## src/rtl/la_capture_seq.sv

```systemverilog
`default_nettype none
// ============================================================================
// Module      : la_capture_seq
// Description : Logic-analyser acquisition sequencer. Arms the sampler, then
//               streams the circular capture RAM oldest-first via valid/ready.
// Revision    : 1.0 - initial release
// ============================================================================
module la_capture_seq #(
    parameter int CHN_NUM = 8,
    parameter int ADDR_W  = 10
) (
    input  logic               iSysClk,
    input  logic               iRst,
    input  logic               arm,
    input  logic               abort,
    input  logic               cont_mode,
    input  logic               finished_in,
    input  logic [ADDR_W-1:0]  start_addr_in,
    output logic               trigger_en_o,
    output logic               rd_en,
    output logic [ADDR_W-1:0]  rd_addr,
    input  logic [CHN_NUM-1:0] rd_data,
    output logic [CHN_NUM-1:0] out_data,
    output logic               out_valid,
    input  logic               out_ready,
    output logic               out_last,
    output logic               busy,
    output logic [1:0]         state_o,
    output logic [15:0]        frame_cnt
);

    typedef enum logic [1:0] {
        ST_IDLE    = 2'd0,
        ST_ARMED   = 2'd1,
        ST_LATCH   = 2'd2,
        ST_READOUT = 2'd3
    } state_t;

    state_t             r_state;
    state_t             w_state_nxt;
    logic               r_trigger_en;
    logic [ADDR_W-1:0]  r_base;
    logic [ADDR_W:0]    r_rd_idx;
    logic               r_inflight;
    logic               r_inflight_last;
    logic [CHN_NUM:0]   r_fifo_word [2];
    logic               r_wr_ptr;
    logic               r_rd_ptr;
    logic [1:0]         r_fifo_cnt;
    logic [15:0]        r_frame_cnt;

    logic               w_fifo_empty;
    logic [CHN_NUM:0]   w_head;
    logic               w_pop;
    logic               w_bypass;
    logic               w_push;
    logic               w_fifo_pop;
    logic [1:0]         w_occ_after;
    logic               w_last_accept;

    // An empty FIFO presents the returning RAM word directly, saving a cycle
    // of first-word latency; a stalled bypass word is captured next edge.
    assign w_fifo_empty = (r_fifo_cnt == 2'd0);
    assign w_head       = r_fifo_word[r_rd_ptr];
    assign out_valid    = !w_fifo_empty || r_inflight;
    assign out_data     = !w_fifo_empty ? w_head[CHN_NUM-1:0]
                        : (r_inflight ? rd_data : '0);
    assign out_last     = !w_fifo_empty ? w_head[CHN_NUM] : (r_inflight & r_inflight_last);

    assign w_pop        = out_valid & out_ready;
    assign w_bypass     = w_fifo_empty & r_inflight & out_ready;
    assign w_push       = r_inflight & ~w_bypass;
    assign w_fifo_pop   = w_pop & ~w_fifo_empty;

    // Credit counts the beat leaving this cycle so back-to-back reads sustain full rate.
    assign w_occ_after  = r_fifo_cnt + {1'b0, r_inflight} - {1'b0, w_pop};
    assign rd_en        = (r_state == ST_READOUT) && !r_rd_idx[ADDR_W]
                        && (w_occ_after < 2'd2) && !abort;
    assign rd_addr      = r_base + r_rd_idx[ADDR_W-1:0];

    assign w_last_accept = (r_state == ST_READOUT) && w_pop && out_last;

    assign trigger_en_o = r_trigger_en;
    assign busy         = (r_state != ST_IDLE);
    assign state_o      = r_state;
    assign frame_cnt    = r_frame_cnt;

    always_comb begin
        w_state_nxt = r_state;
        if (abort) begin
            w_state_nxt = ST_IDLE;
        end else begin
            case (r_state)
                ST_IDLE:    if (arm)         w_state_nxt = ST_ARMED;
                ST_ARMED:   if (finished_in) w_state_nxt = ST_LATCH;
                ST_LATCH:                    w_state_nxt = ST_READOUT;
                ST_READOUT: if (w_last_accept)
                                w_state_nxt = cont_mode ? ST_ARMED : ST_IDLE;
                default:                     w_state_nxt = ST_IDLE;
            endcase
        end
    end

    always_ff @(posedge iSysClk or negedge iRst) begin
        if (!iRst) begin
            r_state         <= ST_IDLE;
            r_trigger_en    <= 1'b0;
            r_base          <= '0;
            r_rd_idx        <= '0;
            r_inflight      <= 1'b0;
            r_inflight_last <= 1'b0;
            r_fifo_word[0]  <= '0;
            r_fifo_word[1]  <= '0;
            r_wr_ptr        <= 1'b0;
            r_rd_ptr        <= 1'b0;
            r_fifo_cnt      <= 2'd0;
            r_frame_cnt     <= 16'd0;
        end else begin
            r_state      <= w_state_nxt;
            r_trigger_en <= (w_state_nxt == ST_ARMED);

            if (r_state == ST_LATCH) begin
                r_base <= start_addr_in;
            end

            if (abort || (r_state == ST_LATCH)) begin
                r_rd_idx <= '0;
            end else if (rd_en) begin
                r_rd_idx <= r_rd_idx + 1'b1;
            end

            r_inflight      <= rd_en;
            r_inflight_last <= (r_rd_idx[ADDR_W-1:0] == '1);

            if (abort) begin
                r_fifo_cnt <= 2'd0;
                r_wr_ptr   <= 1'b0;
                r_rd_ptr   <= 1'b0;
            end else begin
                if (w_push) begin
                    r_fifo_word[r_wr_ptr] <= {r_inflight_last, rd_data};
                    r_wr_ptr              <= ~r_wr_ptr;
                end
                if (w_fifo_pop) begin
                    r_rd_ptr <= ~r_rd_ptr;
                end
                r_fifo_cnt <= r_fifo_cnt + {1'b0, w_push} - {1'b0, w_fifo_pop};
            end

            if (!abort && w_last_accept) begin
                r_frame_cnt <= r_frame_cnt + 16'd1;
            end
        end
    end

endmodule
`default_nettype wire

```

## config.mk

```make
export PLATFORM = sky130hd
export DESIGN_NAME = la_capture_seq
export DESIGN_NICKNAME = d
export VERILOG_FILES = /design/src/rtl/la_capture_seq.sv
export SDC_FILE = /design/constraint.sdc
export NUM_CORES = 1
export LEC_CHECK = 0
export BUFFER_PORTS_ARGS = -buffer_cell sky130_fd_sc_hd__buf_2
export CORE_MARGIN = 5
export CORE_UTILIZATION = 45
export DETAILED_ROUTE_END_ITERATION = 6
export GPL_ROUTABILITY_DRIVEN = 0
export PLACE_DENSITY = 0.67
export SYNTH_ARGS = -nofsm -noshare
export SYNTH_HDL_FRONTEND = slang
export SYNTH_SLANG_ARGS = --single-unit
export TNS_END_PERCENT = 100
```

## constraint.sdc

```tcl
create_clock -name iSysClk -period 3.4 [get_ports iSysClk]
set_input_delay 0.51 -clock iSysClk [delete_from_list [all_inputs] [get_ports iSysClk]]
set_output_delay 0.51 -clock iSysClk [all_outputs]
set_load 0.03 [all_outputs]
```

==> reports/summary.txt <==
Post-synth top area share: 44.44%
Hold crit path type: in2async
F_max: 0.3273 GHz
Area contributors post-synth: dfrtp_1, ha_1, xor2_1, mux2_4, mux2i_1
Number of synthesized flops with an enable pin: 0
DRT iter0 DRCs: 119
Vias in the first global route: 2,703
Setup ws final: 0.3450 ns
CP endpoint kind: output pin
Fin crit period: 3.055 ns
Die Ht: 99.49 µm
RR Startpoint: r_inflight
Post-synthesis simple-gate area fraction: 17.85%
Hold-fix buffers at CTS: 0
Core Region: 0.007767 mm²
Initial Utilization: 46.39%
Share of cells above drive strength 1: 31.03%
Row count: 32
First-pass GRT wire length: 13,120 µm
Multiplexer share of the synthesized area: 13.75%
Die Wd: 99.49 µm
CP required: 2.89 ns
Reg clk slew, reported paths: 0.08 ns
Worst r2r path cells: 8
Routed wire length per instance: 15.22 µm
Setup slack, reg-to-reg: 0.64 ns
# diodes: 0
Worst setup path startpoint: r_inflight
Overall Power: 2.395 mW
1st-pass router iterations: 4
TNS Setup: 0 ns
Final Core Density: 54.30%
Synth warn: 0
Largest net degree at the start of global routing: 33
Multi-input logic area: 0.001923 mm²
Pwr/cell area: 567.8 mW/mm²
Outcome: completed
Post-synth top area cell: dfrtp_1
Clk buf depth: 2
Post-synthesis cell count: 318
Post-synthesis compound-gate area fraction: 8.646%
Setup-failing EPs final: 0
Top_reg_cell synth: dfrtp_1
Synth Area in XOR/XNOR: 7.708%
Worst-margin pin slew: 0.7135 ns
Clk Latency, worst-skew pair: 0.35 ns
Die area: 0.009897 mm²
#FFs+latches synth: 64
CTS tree: done
CTS root buffer: clkbuf_8
Setup WS pre-CTS: 0.6341 ns
Lkg Pwr: 2.120 nW
Largest family of logic cells by synthesized area: simple AND/OR/NAND/NOR gates
RSZ-0062 raised after global routing: no
HPWL Detailed: 5451 µm
Port Buffer Count: 65
Clk sinks: 64
Max Cap Viol: 0
Post-CTS setup buffers: 0
Area Growth Syn to Fin: 17.05%
Startpoint Class: flip-flop
Adder-cell share of the synthesized area: 5.417%
FF+latch area: 0.001602 mm²
FFs w/ async S/R, synth: 100.0%
Via density: 5.435
Total number of vias: 2,674
H-tree levels: 3
Peak VDD IR: 0.0002525 V
CTS buffer count: 9
Drt total wl: 7488 µm
CTS resizes: 0
Gr usage total: 16.28%
R2R Path End: r_rd_idx[9]
# DRC: 0
Worst setup endpoint: rd_en
Synth cell count leaders: dfrtp_1, xor2_1, nand3_1, ha_1, nand2_1
Worst-path fanout max: 12
Arrival time worst endpoint: 2.54 ns
Syn Std Cell Area: 0.003603 mm²
Netlist cell types: 60
Antenna-violating nets left: 0
Initial antenna violation count: 0
Avg Cell Area, Syn: 11.33 µm²
Top-count cell post-synth: dfrtp_1
# IOs: 66
Sequential area share after synthesis: 44.44%
Mapped Nets: 358
Final Cycle Share: 89.85%
Worst Skew: 0.01258 ns
Hold Slack: 0.1972 ns
Final Hold Fails: 0
Nets: 425
GRT overflow: 0
Filler cell count: 703
Slew headroom: 52.43%
Slew Limit Fails: 0
Critical path class: reg2out
==> critical path: stages (launching register included) <==
cell and delay (ns):
dfrtp_1 0.53, or3_1 0.47, and2_1 0.19, ha_1 0.26, nor2b_1 0.25, xnor2_2 0.10
nor2_1 0.17, buf_2 0.23
==> per-layer routing <==
layer / wire length (µm) / global-route usage [%]
met1: 3477 / 21.83
met2: 3528 / 25.26
met3: 416 / 5.259
met4: 65 / 4.832
met5: 0 / 0
==> cell usage in the layout, fill, tap and decap left out, types with 4 or more instances in the layout <==
master,count
a21oi_1,10
and3_1,4
buf_2,65
clkbuf_8,10
dfrtp_1,64
ha_1,14
mux2_1,10
mux2_2,10
mux2_4,10
mux2i_1,12
nand2_1,14
nand3_1,19
nand4_1,5
nor2_1,9
nor2b_1,4
nor3_1,10
nor4_1,6
nor4b_2,4
o21ai_0,9
o21ai_1,4
or2_2,4
or3_1,8
xnor2_1,8
xor2_1,20
==> area by class of cell <==
type / instances / area share [%]
Sequential cell: 64 / 37.97
Tap cell: 102 / 3.026
Clock inverter: 6 / 1.543
Multi-Input combinational cell: 238 / 45.59
Timing Repair Buffer: 68 / 8.247
Clock buffer: 10 / 3.263
Inverter: 4 / 0.3560
==> metrics by stage <==
step / area [µm²] / cells
global route: 4218 / 492
global placement: 4015 / 476
finish: 4218 / 492
floorplan: 3603 / 318
detailed placement: 4015 / 476
CTS: 4218 / 492
==> cells by family (layout without fill, tap and decap cells) <==
group | after synthesis | after routing
XOR/XNOR | 30 | 30
AND/OR/NAND/NOR | 104 | 104
buffers and inverters | 16 | 88
flip-flops | 64 | 64
adder cells (fa/ha/maj) | 15 | 15
AO/OA/AOI/OAI | 47 | 47
multiplexers | 42 | 42
==> how the worst min path moves through the flow <==
stage | endpoint | slack (ns) | depth (start not counted)
2_1_floorplan | frame_cnt[0] | 0.21 | 0
3_3_place_gp | frame_cnt[15] | 0.45 | 1
3_5_place_dp | frame_cnt[15] | 0.46 | 1
4_1_cts | r_fifo_word[15] | 0.22 | 1
5_1_grt | r_fifo_word[15] | 0.26 | 1
6_report | r_fifo_word[15] | 0.20 | 1
==> state kept, by name, indices dropped and copies added, names as in the netlist <==
register and flops:
state_o 2, r_rd_ptr 1, r_inflight_last 1, r_base 10, r_fifo_word 18, r_fifo_cnt 2, r_rd_idx 11, trigger_en_o 1
r_wr_ptr 1, r_inflight 1, frame_cnt 16
==> power breakdown <==
| part | switching (mW) | internal [mW] |
|---|---|---|
| Clock | 0.305 | 0.361 |
| Combinational | 0.473 | 0.319 |
| Sequential | 0.0886 | 0.849 |
| Total | 0.866 | 1.53 |
No activity file was read; power rests on OpenSTA's default activity.
